==> src/rtl/wb_port_arbiter_if.sv <==
// rtl/wb_port_arbiter_if.sv - write-port arbiter bus: int/FP write requests in, register-file write out
interface wb_port_arbiter_if #(
    parameter int DATA_W = 32,
    parameter int IDX_W  = 5
);
    logic              int_valid;
    logic [IDX_W-1:0]  int_idx;
    logic [DATA_W-1:0] int_data;
    logic              int_ready;
    logic              fp_valid;
    logic [IDX_W-1:0]  fp_idx;
    logic [DATA_W-1:0] fp_data;
    logic              fp_ready;
    logic              rf_we;
    logic [IDX_W-1:0]  rf_idx;
    logic [DATA_W-1:0] rf_data;
    logic              rf_src;
    logic [1:0]        fp_pending;

    modport slave (
        input  int_valid, int_idx, int_data, fp_valid, fp_idx, fp_data,
        output int_ready, fp_ready, rf_we, rf_idx, rf_data, rf_src, fp_pending
    );

    modport master (
        output int_valid, int_idx, int_data, fp_valid, fp_idx, fp_data,
        input  int_ready, fp_ready, rf_we, rf_idx, rf_data, rf_src, fp_pending
    );
endinterface

==> src/rtl/wb_port_arbiter.sv <==
// rtl/wb_port_arbiter.sv - integer/FP register-file write-port arbiter with FP skid FIFO and starvation guard
module wb_port_arbiter #(
    parameter int DATA_W     = 32,
    parameter int IDX_W      = 5,
    parameter int STARVE_MAX = 4
) (
    input  logic               clk,
    input  logic               rst,
    wb_port_arbiter_if.slave   bus
);
    localparam int SW = $clog2(STARVE_MAX + 1);
    localparam logic [SW-1:0] STARVE_LIM = SW'(STARVE_MAX);

    logic [IDX_W-1:0]  idx_mem_q  [2];
    logic [DATA_W-1:0] data_mem_q [2];
    logic              wr_ptr_q, wr_ptr_d;
    logic              rd_ptr_q, rd_ptr_d;
    logic [1:0]        cnt_q, cnt_d;
    logic [SW-1:0]     starve_q, starve_d;

    logic              rf_we_q, rf_we_d;
    logic [IDX_W-1:0]  rf_idx_q, rf_idx_d;
    logic [DATA_W-1:0] rf_data_q, rf_data_d;
    logic              rf_src_q, rf_src_d;

    logic force_fp, int_gnt, fp_gnt, enq, fp_ready_w;

    // Ready depends only on registered occupancy: no enqueue at full even when draining.
    assign fp_ready_w = !rst && (cnt_q != 2'd2);
    assign force_fp   = (cnt_q != 2'd0) && (starve_q == STARVE_LIM);
    assign int_gnt    = bus.int_valid && !force_fp;
    assign fp_gnt     = !int_gnt && (cnt_q != 2'd0);
    assign enq        = bus.fp_valid && fp_ready_w;

    always_comb begin
        wr_ptr_d  = wr_ptr_q ^ enq;
        rd_ptr_d  = rd_ptr_q ^ fp_gnt;
        cnt_d     = cnt_q + {1'b0, enq} - {1'b0, fp_gnt};
        starve_d  = starve_q;
        if (fp_gnt || cnt_q == 2'd0) begin
            starve_d = '0;
        end else if (int_gnt && starve_q != STARVE_LIM) begin
            starve_d = starve_q + 1'b1;
        end

        rf_we_d   = 1'b0;
        rf_idx_d  = rf_idx_q;
        rf_data_d = rf_data_q;
        rf_src_d  = rf_src_q;
        if (int_gnt) begin
            rf_we_d   = 1'b1;
            rf_idx_d  = bus.int_idx;
            rf_data_d = bus.int_data;
            rf_src_d  = 1'b0;
        end else if (fp_gnt) begin
            rf_we_d   = 1'b1;
            rf_idx_d  = idx_mem_q[rd_ptr_q];
            rf_data_d = data_mem_q[rd_ptr_q];
            rf_src_d  = 1'b1;
        end
    end

    always_ff @(posedge clk) begin
        if (rst) begin
            wr_ptr_q  <= 1'b0;
            rd_ptr_q  <= 1'b0;
            cnt_q     <= 2'd0;
            starve_q  <= '0;
            rf_we_q   <= 1'b0;
            rf_idx_q  <= '0;
            rf_data_q <= '0;
            rf_src_q  <= 1'b0;
        end else begin
            wr_ptr_q  <= wr_ptr_d;
            rd_ptr_q  <= rd_ptr_d;
            cnt_q     <= cnt_d;
            starve_q  <= starve_d;
            rf_we_q   <= rf_we_d;
            rf_idx_q  <= rf_idx_d;
            rf_data_q <= rf_data_d;
            rf_src_q  <= rf_src_d;
        end
    end

    always_ff @(posedge clk) begin
        if (enq) begin
            idx_mem_q[wr_ptr_q]  <= bus.fp_idx;
            data_mem_q[wr_ptr_q] <= bus.fp_data;
        end
    end

    assign bus.int_ready  = !rst && !force_fp;
    assign bus.fp_ready   = fp_ready_w;
    assign bus.rf_we      = rf_we_q;
    assign bus.rf_idx     = rf_idx_q;
    assign bus.rf_data    = rf_data_q;
    assign bus.rf_src     = rf_src_q;
    assign bus.fp_pending = cnt_q;
endmodule

==> src/flat_wrapper.sv <==
// flat-port wrapper written by rule: the top's interface ports become plain ports
module wb_port_arbiter_flat 
#(
    parameter int DATA_W     = 32,
    parameter int IDX_W      = 5,
    parameter int STARVE_MAX = 4
)
  (clk, rst, bus_int_valid, bus_int_idx, bus_int_data, bus_fp_valid, bus_fp_idx, bus_fp_data, bus_int_ready, bus_fp_ready, bus_rf_we, bus_rf_idx, bus_rf_data, bus_rf_src, bus_fp_pending);
  wb_port_arbiter_if #(.DATA_W(DATA_W), .IDX_W(IDX_W)) bus_i ();
  input  logic clk;
  input  logic rst;
  input wire logic [$bits(bus_i.int_valid)-1:0] bus_int_valid;
  input wire logic [$bits(bus_i.int_idx)-1:0] bus_int_idx;
  input wire logic [$bits(bus_i.int_data)-1:0] bus_int_data;
  input wire logic [$bits(bus_i.fp_valid)-1:0] bus_fp_valid;
  input wire logic [$bits(bus_i.fp_idx)-1:0] bus_fp_idx;
  input wire logic [$bits(bus_i.fp_data)-1:0] bus_fp_data;
  output wire logic [$bits(bus_i.int_ready)-1:0] bus_int_ready;
  output wire logic [$bits(bus_i.fp_ready)-1:0] bus_fp_ready;
  output wire logic [$bits(bus_i.rf_we)-1:0] bus_rf_we;
  output wire logic [$bits(bus_i.rf_idx)-1:0] bus_rf_idx;
  output wire logic [$bits(bus_i.rf_data)-1:0] bus_rf_data;
  output wire logic [$bits(bus_i.rf_src)-1:0] bus_rf_src;
  output wire logic [$bits(bus_i.fp_pending)-1:0] bus_fp_pending;
  assign bus_i.int_valid = bus_int_valid;
  assign bus_i.int_idx = bus_int_idx;
  assign bus_i.int_data = bus_int_data;
  assign bus_i.fp_valid = bus_fp_valid;
  assign bus_i.fp_idx = bus_fp_idx;
  assign bus_i.fp_data = bus_fp_data;
  assign bus_int_ready = bus_i.int_ready;
  assign bus_fp_ready = bus_i.fp_ready;
  assign bus_rf_we = bus_i.rf_we;
  assign bus_rf_idx = bus_i.rf_idx;
  assign bus_rf_data = bus_i.rf_data;
  assign bus_rf_src = bus_i.rf_src;
  assign bus_fp_pending = bus_i.fp_pending;
  wb_port_arbiter #(.DATA_W(DATA_W), .IDX_W(IDX_W), .STARVE_MAX(STARVE_MAX)) u_core (.clk(clk), .rst(rst), .bus(bus_i));
endmodule
==> config.mk <==
export PLATFORM = sky130hd
export DESIGN_NAME = wb_port_arbiter_flat
export DESIGN_NICKNAME = d
export VERILOG_FILES = /design/src/rtl/wb_port_arbiter_if.sv /design/src/rtl/wb_port_arbiter.sv /design/src/flat_wrapper.sv
export SDC_FILE = /design/constraint.sdc
export NUM_CORES = 1
export LEC_CHECK = 0
export CORE_MARGIN = 2
export CORE_UTILIZATION = 49
export DETAILED_ROUTE_END_ITERATION = 6
export PLACE_DENSITY = 0.8
export SYNTH_ARGS = -nofsm -noshare
export SYNTH_HDL_FRONTEND = slang
export SYNTH_SLANG_ARGS = --single-unit
export TNS_END_PERCENT = 20
==> constraint.sdc <==
create_clock -name clk -period 2.74 [get_ports clk]
set_input_delay 0.411 -clock clk [delete_from_list [all_inputs] [get_ports clk]]
set_output_delay 0.411 -clock clk [all_outputs]
set_load 0.05 [all_outputs]
==> impl_metrics.env <==
export IMPL_synth_seq_cells=120
export IMPL_yosys_top_cells_count="74 x edfxtp_1, 46 x dfxtp_1, 28 x a21oi_1"
export IMPL_hold_path_class="primary input to flop"
export IMPL_p_total_mw=5.90
export IMPL_die_x_um=103
export IMPL_synth_flop_cell="edfxtp_1"
export IMPL_wire_per_inst_um=18.4
export IMPL_die_h_um=103
export IMPL_synthAdderAreaFrac_pct=1.56
export IMPL_min_period_over_period_pct=94.0
export IMPL_whs_path_depth=3
export IMPL_ctsHoldBuffers=0
export IMPL_drive_gt1_share_pct=15.5
export IMPL_worstMarginPinSlew_ns=0.891
export IMPL_std_cell_rows=36
export IMPL_final_setup_skew_ns=0.00904
export IMPL_clk_latency_ns=0.51
export IMPL_n_antenna_cell=0
export IMPL_core_sq_um=9640
export IMPL_synthesis_area_sq_um=4800
export IMPL_grtUsageTotal_pct=22.6
export IMPL_powerDensity_nw_per_um2=882
export IMPL_synth_area_leaders="edfxtp_1 46%, dfxtp_1 19%, mux2_2 6.1%"
export IMPL_dp_hpwl_um=7100
export IMPL_synth_compound_area_share_pct=14.0
export IMPL_synthesis_nets=444
export IMPL_yosys_area_top_type="edfxtp_1"
export IMPL_ys_warn_count=0
export IMPL_antenna_found_initial=0
export IMPL_routabilityCongestion=0.785
export IMPL_drt_iter0_drc=185
export IMPL_synthMuxAreaShare_pct=6.10
export IMPL_p_leak_nw=2.31
export IMPL_worst_setup_path_end_kind="output pin"
export IMPL_cp_required_ns=2.33
export IMPL_final_hold_viol_count=0
export IMPL_holdPathEnd="u_core.bus.rf_data[14]"
export IMPL_reg2regPathDepth=10
export IMPL_avgSynthCellArea_sq_um=13.3
export IMPL_cap_violations=0
export IMPL_clockBufferDepth=2
export IMPL_cts_root_buf="clkbuf_8"
export IMPL_grt_max_degree=59
export IMPL_status="complete, no violations"
export IMPL_yosysMostFrequentCell="edfxtp_1"
export IMPL_path_clk_slew_ns=0.06
export IMPL_portBuffers=120
export IMPL_post_route_cell_area_sq_um=6690
export IMPL_ant_nets=0
export IMPL_fmax_mhz=388
export IMPL_ys_seq_area_share_pct=65.5
export IMPL_yosys_cell_types_count=32
export IMPL_area_growth_pct=39.3
export IMPL_grt_pass1_wl_um=17800
export IMPL_gr_total_overflow=0
export IMPL_postCtsSetupRepairBufs=0
export IMPL_yosys_area_top_type_share_pct=46.3
export IMPL_tritoncts="built"
export IMPL_cts_made_buffers=17
export IMPL_rsz0062_at_grt="false"
export IMPL_worstHoldStart="bus_int_valid"
export IMPL_route_vias_total=3554
export IMPL_clock_sinks=120
export IMPL_die_area_sq_um=10600
export IMPL_placed_area_sq_um=6090
export IMPL_timing_rr_end="u_core.bus.fp_pending[1]"
export IMPL_crit_type="flop to output pin"
export IMPL_ioPinCount=121
export IMPL_synthSimpleGateAreaFrac_pct=7.87
export IMPL_grt_pass1_vias=3593
export IMPL_fin_hold_ws_ns=0.397
export IMPL_fin_nets=560
export IMPL_cp_arrival_ns=2.16
export IMPL_r2r_start="u_core.starve_q[0]"
export IMPL_postSynthCellCount=360
export IMPL_drt_wl_total_um=11400
export IMPL_synth_top_family_by_area="compound AO/OA/AOI/OAI gates"
export IMPL_viasPerCell=5.71
export IMPL_synthArstFlopShare_pct=0
export IMPL_start_kind="flop"
export IMPL_drv_slew=0
export IMPL_synth_xor_area_share_pct=0.365
export IMPL_final_util_pct=69.4
export IMPL_synth_edf_count=74
export IMPL_tns_ns=0
export IMPL_vdd_drop_max_uv=515
export IMPL_dr_pass1_iters=5
export IMPL_cp_max_fo=6
export IMPL_fillers=695
export IMPL_cts_resized=0
export IMPL_fin_crit_ns=2.57
export IMPL_setup_viol=0
export IMPL_h_tree_depth=4
export IMPL_start_util_pct=49.8
export IMPL_drc_errors=0
export IMPL_max_slew_margin_pct=40.6
export IMPL_rrSetupSlack_ns=0.59
==> routing by layer <==
metal  track usage, %  up-vias  part of all wire [%]
met5                0        -                     0
met4             8.60        0                  0.96
met3             6.71       13                   6.8
met2             38.0      147                    51
met1             27.6     1763                    42
li1                 -     1631                     -
==> metrics by stage <==
step / setup WS, ns / instances
CTS: 0.144 / 622
global route: 0.0909 / 622
detailed placement: 0.448 / 590
finish: 0.165 / 622
global placement: 0.571 / 590
floorplan: 0.111 / 360
==> critical path, stage by stage, from the launching register on <==
cell	delay (ns)
dfxtp_1	0.49
inv_1	0.13
a21oi_2	0.21
clkdlybuf4s50_1	0.83
==> state kept, by name, indices dropped and copies added (netlist names), 2 cells and up <==
register and flops:
u_core.bus.rf_data 32, u_core.idx_mem_q 10, u_core.data_mem_q 64, u_core.starve_q 3, u_core.bus.fp_pending 2, u_core.bus.rf_idx 5
==> cell type report <==
type	instances	area (sq um)	share of cell area, %
flip-flops and latches	120	3140	47.0
multi-input cells	191	1460	21.8
repair buffers	130	1260	18.9
clock buffers	17	414	6.19
clock inverters	15	179	2.68
well taps	133	166	2.49
inverters	16	60.1	0.898
==> placed cells by master, fill, tap and decap left out, drive strengths merged, types with 2 or more instances in the layout <==
master | Yosys | final
inv | 16 | 17
buf | 19 | 13
nor2 | 6 | 6
o21ai | 12 | 12
nor3 | 2 | 2
edfxtp | 74 | 74
a21oi | 28 | 28
and2 | 2 | 2
a221oi | 11 | 11
dfxtp | 46 | 46
a311o | 11 | 11
clkinvlp | 0 | 5
clkdlybuf4s50 | 0 | 117
nor4 | 2 | 2
ha | 6 | 6
nor2b | 13 | 13
bufinv | 0 | 3
nand3 | 26 | 26
mux2 | 26 | 26
nand3b | 11 | 11
clkbuf | 14 | 17
clkinv | 0 | 6
a32oi | 26 | 26
==> cells by family after synthesis <==
group	after synthesis
flip-flops	120
AO/OA/AOI/OAI	92
AND/OR/NAND/NOR	65
buffers and inverters	49
multiplexers	26
adder cells (fa/ha/maj)	6
XOR/XNOR	2
==> worst max path at each step <==
stage	startpoint	endpoint	cells past startpoint	slack, ns
3_5_place_dp	bus_int_valid	u_core.bus.fp_pending[1]	9	0.45
4_1_cts	u_core.bus.fp_pending[0]	bus_fp_ready	3	0.14
2_1_floorplan	u_core.bus.fp_pending[0]	u_core.data_mem_q[0][0]	4	0.11
6_report	u_core.bus.fp_pending[0]	bus_fp_ready	3	0.17
3_3_place_gp	bus_int_valid	u_core.bus.fp_pending[1]	9	0.57
5_1_grt	u_core.bus.fp_pending[0]	bus_fp_ready	3	0.09
==> where the power goes <==
part / switching (mW) / total (mW) / internal (mW)
logic: 0.869 / 1.44 / 0.568
registers: 0.160 / 2.28 / 2.12
clock network: 0.800 / 2.18 / 1.38
total: 1.83 / 5.90 / 4.07
Power figures use the tool's default switching activity.
